<file path="src/rtl/voice_pkg.sv">
// voice_pkg: shared widths, default key half-periods and the voice state type
// used by the voice scheduler and its tone voices.
package voice_pkg;
   localparam int KEY_W     = 2;
   localparam int DIV_W_DEF = 17;
   localparam int AGE_W_DEF = 4;
   localparam int HP0_DEF   = 113636;
   localparam int HP1_DEF   = 101238;
   localparam int HP2_DEF   = 95556;
   localparam int HP3_DEF   = 85131;
   typedef struct packed {
      logic                 busy;
      logic [KEY_W-1:0]     key;
      logic [AGE_W_DEF-1:0] age;
      logic [DIV_W_DEF-1:0] counter;
      logic                 phase;
   } voice_t;
endpackage

</file>
<file path="src/rtl/tone_voice.sv">
// tone_voice: one square-wave voice; phase toggles every half_period cycles while run is high.
module tone_voice
   import voice_pkg::*;
#(
   parameter int DIV_W = DIV_W_DEF
) (
   input  logic             CLK,
   input  logic             RST,
   input  logic             load,
   input  logic [DIV_W-1:0] half_period,
   input  logic             run,
   output logic             phase
);
   localparam logic [DIV_W-1:0] ONE = 1;
   logic [DIV_W-1:0] count;
   always_ff @(posedge CLK) begin
      if (RST || load || !run) begin
         count <= '0;
         phase <= 1'b0;
      end else if (count == half_period - ONE) begin
         count <= '0;
         phase <= ~phase;
      end else begin
         count <= count + ONE;
      end
   end
endmodule

</file>
<file path="src/rtl/voice_scheduler.sv">
// voice_scheduler: shares NUM_VOICES tone voices among NUM_KEYS key requesters with
// allocation, oldest-voice stealing and release, OR-mixing busy voices into AUDIO.
module voice_scheduler
   import voice_pkg::*;
#(
   parameter int NUM_KEYS   = 4,
   parameter int NUM_VOICES = 2,
   parameter int DIV_W      = DIV_W_DEF,
   parameter int AGE_W      = AGE_W_DEF,
   parameter int HP0        = HP0_DEF,
   parameter int HP1        = HP1_DEF,
   parameter int HP2        = HP2_DEF,
   parameter int HP3        = HP3_DEF
) (
   input  logic                        CLK,
   input  logic                        RST,
   input  logic [NUM_KEYS-1:0]         KEYS,
   output logic                        AUDIO,
   output logic [NUM_VOICES-1:0]       VOICE_BUSY,
   output logic [NUM_VOICES*KEY_W-1:0] VOICE_KEY,
   output logic                        STEAL
);
   localparam logic [NUM_KEYS-1:0]   KEY_ONE = 1;
   localparam logic [NUM_VOICES-1:0] V_ONE   = 1;
   localparam logic [AGE_W-1:0]      AGE_ONE = 1;
   logic [NUM_KEYS-1:0]   s1, s2, prev, pending, rise, fall, avail, clr;
   logic [NUM_VOICES-1:0] busy, phase, sel, idle_sel, old_sel, rel;
   logic [KEY_W-1:0]      key [NUM_VOICES];
   logic [AGE_W-1:0]      age [NUM_VOICES];
   logic [AGE_W-1:0]      best;
   logic [KEY_W-1:0]      k;
   logic [DIV_W-1:0]      hp [4];
   logic                  req, owned, steal_c;
   assign hp = '{DIV_W'(HP0), DIV_W'(HP1), DIV_W'(HP2), DIV_W'(HP3)};
   assign rise = s2 & ~prev;
   assign fall = ~s2 & prev;
   // A key falling in the same cycle it would be serviced is dropped, never allocated.
   assign avail = pending & ~fall;
   assign req = |avail;
   assign idle_sel = ~busy & (busy + V_ONE);
   always_comb begin
      k = '0;
      for (int i = NUM_KEYS - 1; i >= 0; i--)
         if (avail[i]) k = KEY_W'(i);
      owned = 1'b0;
      for (int v = 0; v < NUM_VOICES; v++)
         if (busy[v] && key[v] == k) owned = 1'b1;
      old_sel = V_ONE;
      best = age[0];
      for (int v = 1; v < NUM_VOICES; v++)
         if (age[v] > best) begin
            best = age[v];
            old_sel = V_ONE << v;
         end
      steal_c = req && !owned && &busy;
      sel = (req && !owned) ? (&busy ? old_sel : idle_sel) : '0;
      clr = req ? KEY_ONE << k : '0;
      for (int v = 0; v < NUM_VOICES; v++)
         rel[v] = busy[v] & fall[key[v]];
   end
   always_ff @(posedge CLK) begin
      if (RST) begin
         s1 <= '0;
         s2 <= '0;
         prev <= '0;
         pending <= '0;
         busy <= '0;
         STEAL <= 1'b0;
         AUDIO <= 1'b0;
         for (int v = 0; v < NUM_VOICES; v++) begin
            key[v] <= '0;
            age[v] <= '0;
         end
      end else begin
         s1 <= KEYS;
         s2 <= s1;
         prev <= s2;
         pending <= (pending & ~clr | rise) & ~fall;
         STEAL <= steal_c;
         AUDIO <= |(busy & phase);
         for (int v = 0; v < NUM_VOICES; v++)
            if (sel[v]) begin
               busy[v] <= 1'b1;
               key[v] <= k;
               age[v] <= '0;
            end else if (rel[v]) begin
               busy[v] <= 1'b0;
               key[v] <= '0;
            end else if (|sel && busy[v] && age[v] != '1) begin
               age[v] <= age[v] + AGE_ONE;
            end
      end
   end
   assign VOICE_BUSY = busy;
   for (genvar g = 0; g < NUM_VOICES; g++) begin : g_voice
      assign VOICE_KEY[g*KEY_W +: KEY_W] = key[g];
      tone_voice #(.DIV_W(DIV_W)) u_voice (
         .CLK        (CLK),
         .RST        (RST),
         .load       (sel[g] | rel[g]),
         .half_period(hp[key[g]]),
         .run        (busy[g]),
         .phase      (phase[g])
      );
   end
endmodule

</file>
<file path="config.mk">
export PLATFORM = sky130hd
export DESIGN_NAME = voice_scheduler
export DESIGN_NICKNAME = d
export VERILOG_FILES = /design/src/rtl/voice_pkg.sv /design/src/rtl/tone_voice.sv /design/src/rtl/voice_scheduler.sv
export SDC_FILE = /design/constraint.sdc
export NUM_CORES = 1
export LEC_CHECK = 0
export ABC_AREA = 0
export BUFFER_PORTS_ARGS = -buffer_cell sky130_fd_sc_hd__buf_2
export CAP_MARGIN = 5
export CORE_AREA = 2 2 146 120
export DETAILED_ROUTE_END_ITERATION = 10
export DIE_AREA = 0 0 148 122
export PLACE_DENSITY = 0.54
export SLEW_MARGIN = 15
export SYNTH_ARGS = -nofsm -noshare
export SYNTH_HDL_FRONTEND = slang
export SYNTH_HIERARCHICAL = 1
export SYNTH_SLANG_ARGS = --single-unit
export TNS_END_PERCENT = 100
</file>
<file path="constraint.sdc">
create_clock -name CLK -period 4.2 [get_ports CLK]
set_input_delay 0.42 -clock CLK [delete_from_list [all_inputs] [get_ports CLK]]
set_output_delay 0.42 -clock CLK [all_outputs]
set_load 0.05 [all_outputs]
</file>
==> run summary, run 1 <==
• **outcome** complete, no violations
• **type of the tightest min-delay check** input port to register
• **post-placement cell count** 754
• **classification of the worst setup path** register to register
• **first element of the critical path** key[0][0]$_SDFFCE_PP0P_
• **Initial Util** 27.1%
• **Least-Margin Pin Slew** 0.852 ns
• **core utilization of the finished layout** 30.7%
• **DRT antenna net count** 0
• **most frequent standard cell in the layout excluding fill and tap cells** nor2_1
• **EDFF count, synth** 10
• **pin count of the biggest net entering global routing** 31
• **area growth from synthesis to layout** 13.3%
• **number of fill cells in the layout** 1796
• **number of hold violations in the final report** 0
• **post-layout minimum cycle time** 3.64 ns
• **relative slew slack** 42.7%
• **sequential area share after synthesis** 32.1%
• **grt total ovfl** 0
• **first-pass iteration count of the detailed router** 4
• **final max-slew violation count** 0
• **static leakage** 0.00173 uW
• **wire length after detailed routing** 9840 um
• **total I/O pin count** 14
• **buffer count from post-CTS setup fixing** 0
• **global-route wire length before repair** 16900 um
• **total power divided by cell area** 308 nW/um^2
• **count of H-tree levels built during CTS** 3
• **crit path to** g_voice[0].u_voice/count[5]$_SDFF_PP0_
• **TritonCTS clock tree** done
• **Bufs on Longest Clock Path** 2
• **number of different library cells in the post-synthesis netlist** 59
• **Die Y-Extent** 122 um
• **Synth Warn #** 6
• **accumulated negative setup slack** 0 ns
• **maximum net fanout on the critical path** 17
• **global-route total usage across every layer** 11.6%
• **Total Die Area** 18100 um^2
• **Post-Synthesis Cell Area** 4550 um^2
• **share of synthesized flip-flops with an asynchronous set or reset** 0%
• **number of vias per cell after detailed routing** 4.79
• **dominant combinational cell family by area after synthesis** simple AND/OR/NAND/NOR gates
• **critical path launch point type** register
• **compound-cell area share of the yosys netlist** 9.82%
• **commonest non-fill, non-tap cells in the layout** nor2_1, dfxtp_1, xnor2_1
• **number of nets in the final layout** 568
• **number of cell rows** 43
• **Core Area** 16800 um^2
• **post-route worst hold slack** 0.286 ns
• **input/output buffers** 13
• **number of antenna violations at the first check in global routing** 0
• **Reg2Reg Launch Point** key[0][0]$_SDFFCE_PP0P_
• **number of buffers added to fix hold violations after cts** 0
• **average size of a mapped cell** 8.67 um^2
• **detailed-placement wirelength estimate** 7470 um
• **gp weighted congestion** 0.847
• **most used flip-flop cell after synthesis** dfxtp_1
• **XOR/XNOR share of the synthesized area** 15.2%
• **number of maximum-capacitance violations** 0
• **endpoint class of the critical path** register
• **required time of the worst setup path** 4.39 ns
• **Horiz. Die Dim** 148 um
• **worst endpoint data arrival time** 3.83 ns
• **Routed WL per cell** 12.8 um
• **R2R setup slack** 0.56 ns
• **Min-Delay Path Depth** 2
• **via count** 3687
• **arithmetic-cell share of the synthesized area counting full adders, half adders and majority gates** 6.49%
• **number of synthesized register bits** 68
• **maximum clock frequency** 0.275 GHz
• **unrepaired setup endpoints after global routing** false
• **clock skew after layout** 0.0107 ns
• **proportion of layout cells with a drive suffix above 1** 11.2%
• **basic-gate share of the synthesized area counting and, or, nand and nor cells** 29.1%
• **Period Utilization, post-route** 86.7%
• **cts repair resizes** 0
• **number of endpoints failing setup at the final stage** 0
• **vias in the first global route** 3408
• **launch point of the worst hold path** KEYS[2]
• **Iteration-0 DRC Markers** 215
• **cell at the root of the clock tree** clkbuf_16
• **capture point of the worst reg-to-reg path** g_voice[0].u_voice/count[5]$_SDFF_PP0_
• **Mapped Cells** 525
• **share of cell area taken by muxes after synthesis** 3.08%
• **DRC viols** 0
• **number of non-filler instances in the completed layout** 770
• **cts bufs inserted** 9
• **clk sinks** 68
• **total inserted antenna cells** 0
• **clock latency reported for the late side of the worst-skew pair** 0.34 ns
• **Worst VDD drop** 0.157 mV
• **post-CTS clock slew at the launch and capture registers of the worst setup and hold paths** 0.06 ns
• **Reg2Reg Depth** 10
==> worst max-delay path, cell delays in order (launching register included) <==
cell,delay (ns)
edfxtp_1,0.56
ha_1,0.41
inv_1,0.10
ha_1,0.18
or3b_1,0.43
or4_1,0.53
a211o_1,0.25
a21oi_1,0.13
o2111ai_1,0.16
o21ai_2,0.61
nor2_1,0.12
==> synth_stat cells (all sizes together), types with 4 or more instances <==
cell type | count | area [um^2]
a211oi | 4 | 30.0
a21o | 6 | 45.0
a21oi | 12 | 60.1
a31oi | 5 | 31.3
and4 | 5 | 43.8
buf | 4 | 37.5
clkbuf | 11 | 41.3
dfxtp | 58 | 1160
edfxtp | 10 | 300
ha | 22 | 275
inv | 29 | 109
mux2 | 6 | 75.1
nand2 | 25 | 93.8
nand2b | 10 | 77.6
nand3 | 25 | 125
nand3b | 4 | 30.0
nand4 | 8 | 50.1
nor2 | 63 | 236
nor2b | 25 | 156
nor3 | 22 | 115
nor3b | 5 | 37.5
nor4 | 9 | 62.6
nor4b | 6 | 71.3
o21ai | 11 | 62.6
or2 | 5 | 31.3
or3 | 9 | 56.3
or4 | 8 | 67.6
xnor2 | 46 | 403
xor2 | 33 | 289
==> metrics by stage <==
step                worst slack, ns  cell area, um^2  total power, uW
CTS                           0.539             5160             1610
global placement              0.689             4860              856
detailed placement            0.567             4860              861
floorplan                     0.360             4550              824
finish                        0.560             5160             1590
global route                  0.277             5160             1660
==> flip-flops by register name (all words and copies together) (netlist names) <==
name / flops
STEAL: 1
VOICE_BUSY: 2
prev: 4
pending: 4
g_voice.u_voice/count: 34
s2: 4
AUDIO: 1
age: 8
g_voice.u_voice/phase: 2
s1: 4
key: 4
==> area by class of cell <==
cell class	count	area (um^2)	share of cell area (%)
sequential	68	1460	28.3
multi-input combinational	414	2910	56.3
tap	225	282	5.46
timing repair buffer	18	103	1.99
clock buffer	11	254	4.93
inverter	29	109	2.11
clock inverter	5	42.5	0.825
==> kinds of logic after synthesis <==
| group | count (synthesis) |
|---|---|
| AOI/OAI and AO/OA | 61 |
| xor gates and xnor gates | 79 |
| adders and majority gates | 24 |
| buffers and inverters | 44 |
| DFF | 68 |
| muxes | 10 |
| other | 1 |
| and+or+nand+nor | 238 |
==> where the power goes <==
group	total (uW)	internal [uW]	switching, uW
registers	692	675	16.9
logic	154	58.9	95.4
clock network	742	440	302
total	1590	1170	414
==> how the worst min path moves through the flow <==
stage | to | slack (ns)
6_report | s1[2]$_SDFF_PP0_ | 0.29
5_1_grt | s1[0]$_SDFF_PP0_ | 0.29
2_1_floorplan | pending[0]$_SDFF_PP0_ | 0.41
4_1_cts | s1[2]$_SDFF_PP0_ | 0.28
3_5_place_dp | pending[0]$_SDFF_PP0_ | 0.42
3_3_place_gp | pending[0]$_SDFF_PP0_ | 0.42
==> metal layers <==
metal / GRT usage [%] / vias to the layer above / part of all wire (%) / wire length [um]
met4: 4.23 / 0 / 1.9 / 184
met1: 16.6 / 1750 / 52 / 5150
met3: 2.81 / 11 / 3.9 / 381
met5: 0 / - / 0 / 0
met2: 16.8 / 52 / 42 / 4130
li1: - / 1874 / - / -
Note: power is estimated with default switching activity, not from simulation.
==> run 2, diff against run 1 <==
CORE_AREA = 2 2 99 82   (was 2 2 146 120)
DIE_AREA = 0 0 101 84   (was 0 0 148 122)
PLACE_DENSITY = 0.9   (was 0.54)
==> run 2 against run 1 <==
Die area down 53%. Sequential power about the same. Clock power down 25%. Maximum frequency down 2.2%. Clock-buffer cell count down 2. Final cell count down 17%. Via count up 4.3%. Non-clock buffer count unchanged. Worst setup slack worse by 0.083 ns. Combinational power about the same. Core utilization up 34 points. Sequential share of layout area up 1.5 points. Largest cell class unchanged.
==> run summary, run 2 (synthesized netlist as in run 1, its figures left out) <==
• **outcome** complete, no violations
• **post-route worst hold slack** 0.275 ns, -0.0105 ns
• **Bufs on Longest Clock Path** 2, unchanged
• **Period Utilization, post-route** 88.7%, +2.0 points
• **gp weighted congestion** 0.929, +9.7%
• **Core Area** 7620 um^2, -55%
• **global-route total usage across every layer** 24.1%, +13 points
• **DRC viols** 0, unchanged
• **Routed WL per cell** 15.5 um, +21%
• **number of nets in the final layout** 568, unchanged
• **final max-slew violation count** 0, unchanged
• **grt total ovfl** 0, unchanged
• **clk sinks** 68, unchanged
• **post-placement cell count** 622, -18%
• **cell breakdown of the critical path** ha_1 > inv_1 > ha_1 > or3b_1 > or4_1 > a211o_1 > a21oi_1 > o2111ai_1 > o21ai_2 > nor2_1
• **post-CTS clock slew at the launch and capture registers of the worst setup and hold paths** 0.08 ns, +0.02 ns
• **first-pass iteration count of the detailed router** 5, +1
• **unrepaired setup endpoints after global routing** false
• **commonest non-fill, non-tap cells in the layout** nor2_1, dfxtp_1, xnor2_1
• **number of non-filler instances in the completed layout** 638, -17%
• **fin area** 4890 um^2, -5.1%
• **Iteration-0 DRC Markers** 413, +92%
• **number of buffers added to fix hold violations after cts** 0, unchanged
• **detailed-placement wirelength estimate** 7260 um, -2.9%
• **via count** 3847, +4.3%
• **number of antenna violations at the first check in global routing** 0, unchanged
• **DRT antenna net count** 0, unchanged
• **clock skew after layout** 0.0103 ns, -0.000360 ns
• **largest registers** g_voice.u_voice/count x34, age x8
• **pin count of the biggest net entering global routing** 31, unchanged
• **Least-Margin Pin Slew** 0.875 ns, +0.0233 ns
• **maximum net fanout on the critical path** 17, unchanged
• **worst endpoint data arrival time** 3.94 ns, +0.11 ns
• **type of the tightest min-delay check** input port to register
• **post-layout minimum cycle time** 3.72 ns, +0.0831 ns
• **cell with the largest stage delay on the worst path** o21ai_2
• **Initial Util** 59.7%, +33 points
• **Min-Delay Path Depth** 2, unchanged
• **buffer count from post-CTS setup fixing** 0, unchanged
• **total inserted antenna cells** 0, unchanged
• **wire length after detailed routing** 9900 um, +0.65%
• **number of vias per cell after detailed routing** 6.03, +26%
• **cts bufs inserted** 9, unchanged
• **most frequent standard cell in the layout excluding fill and tap cells** nor2_1
• **maximum clock frequency** 0.269 GHz, -2.2%
• **total I/O pin count** 14, unchanged
• **global-route wire length before repair** 16300 um, -3.3%
• **Reg2Reg Depth** 10, unchanged
• **critical path launch point type** register
• **number of cell rows** 29, -33%
• **proportion of layout cells with a drive suffix above 1** 11.4%, +0.18 points
• **number of endpoints failing setup at the final stage** 0, unchanged
• **cts repair resizes** 0, unchanged
• **cell at the root of the clock tree** clkbuf_8
• **Die Y-Extent** 84 um, -31%
• **relative slew slack** 41.1%, -1.6 points
• **classification of the worst setup path** register to register
• **area growth from synthesis to layout** 7.53%
• **clock latency reported for the late side of the worst-skew pair** 0.36 ns, +0.02 ns
• **Horiz. Die Dim** 101 um, -32%
• **total power divided by cell area** 287 nW/um^2, -6.9%
• **static leakage** 0.00169 uW, -2.1%
• **Worst VDD drop** 0.275 mV, +74%
• **vias in the first global route** 3598, +5.6%
• **post-detailed-placement cell area** 4690 um^2, -3.4%
• **critical path's top delay family** compound AO/OA/AOI/OAI gates
• **slowest cell delay on critical path** 0.62 ns, about the same
• **number of flip-flops in the largest register** 34, unchanged
• **Most common cell on crit path** ha_1
• **Total Die Area** 8480 um^2, -53%
• **count of H-tree levels built during CTS** 3, unchanged
• **number of maximum-capacitance violations** 0, unchanged
• **endpoint class of the critical path** register
• **TritonCTS clock tree** done
• **number of hold violations in the final report** 0, unchanged
• **input/output buffers** 13, unchanged
• **accumulated negative setup slack** 0 ns, unchanged
• **register ranked first by flip-flop count** g_voice.u_voice/count
• **count of buffer and inverter cells on the critical path** 1, unchanged
• **required time of the worst setup path** 4.42 ns, +0.03 ns
• **stages on the worst setup path** 10, unchanged
[run 2: path summary, 6_finish.rpt]
path | start | endpoint | slack, ns
max reg2reg | key[0][0]$_SDFFCE_PP0P_ | g_voice[0].u_voice/count[5]$_SDFF_PP0_ | 0.48
min | KEYS[1] | s1[1]$_SDFF_PP0_ | 0.28
max | key[0][0]$_SDFFCE_PP0P_ | g_voice[0].u_voice/count[5]$_SDFF_PP0_ | 0.48
min reg2reg | prev[0]$_SDFF_PP0_ | pending[0]$_SDFF_PP0_ | 0.44
[run 2: cell type report]
type | count | area [um^2]
multi-input cells | 414 | 2910
fillers | 598 | 2730
flip-flops and latches | 68 | 1460
clock buffers | 9 | 124
well taps | 93 | 116
inverters | 29 | 109
repair buffers | 18 | 103
clock inverters | 7 | 75.1
[run 2: per-layer routing]
layer	vias to the layer above	track usage [%]	part of all wire, %
met5	-	0	0
met4	0	8.48	2.0
met3	25	5.11	5.8
met2	148	40.3	48
met1	1804	30.6	44
li1	1870	-	-
[run 2: power breakdown]
group,total [uW],leakage (uW),switching (uW),internal (uW)
sequential,692,0.000575,17.9,674
clock,556,0.000104,278,278
combinational,155,0.00101,96.4,58.8
[run 2: metrics by stage]
stage	worst slack, ns	total power, uW	util, %
3_3_place_gp	0.716	851	61.6
3_5_place_dp	0.542	859	61.6
6_report	0.477	1400	64.2
2_1_floorplan	0.360	824	-
4_1_cts	0.525	1400	64.2
5_1_grt	0.225	1450	64.2
[run 2: worst register-to-register path, delay by kind of cell (launching register included)]
family	cells	cell delay [ns]
adder cells (fa/ha/maj)	2	0.61
AND/OR/NAND/NOR	3	1.11
buffers and inverters	1	0.11
AO/OA/AOI/OAI	4	1.18
flip-flops	1	0.57
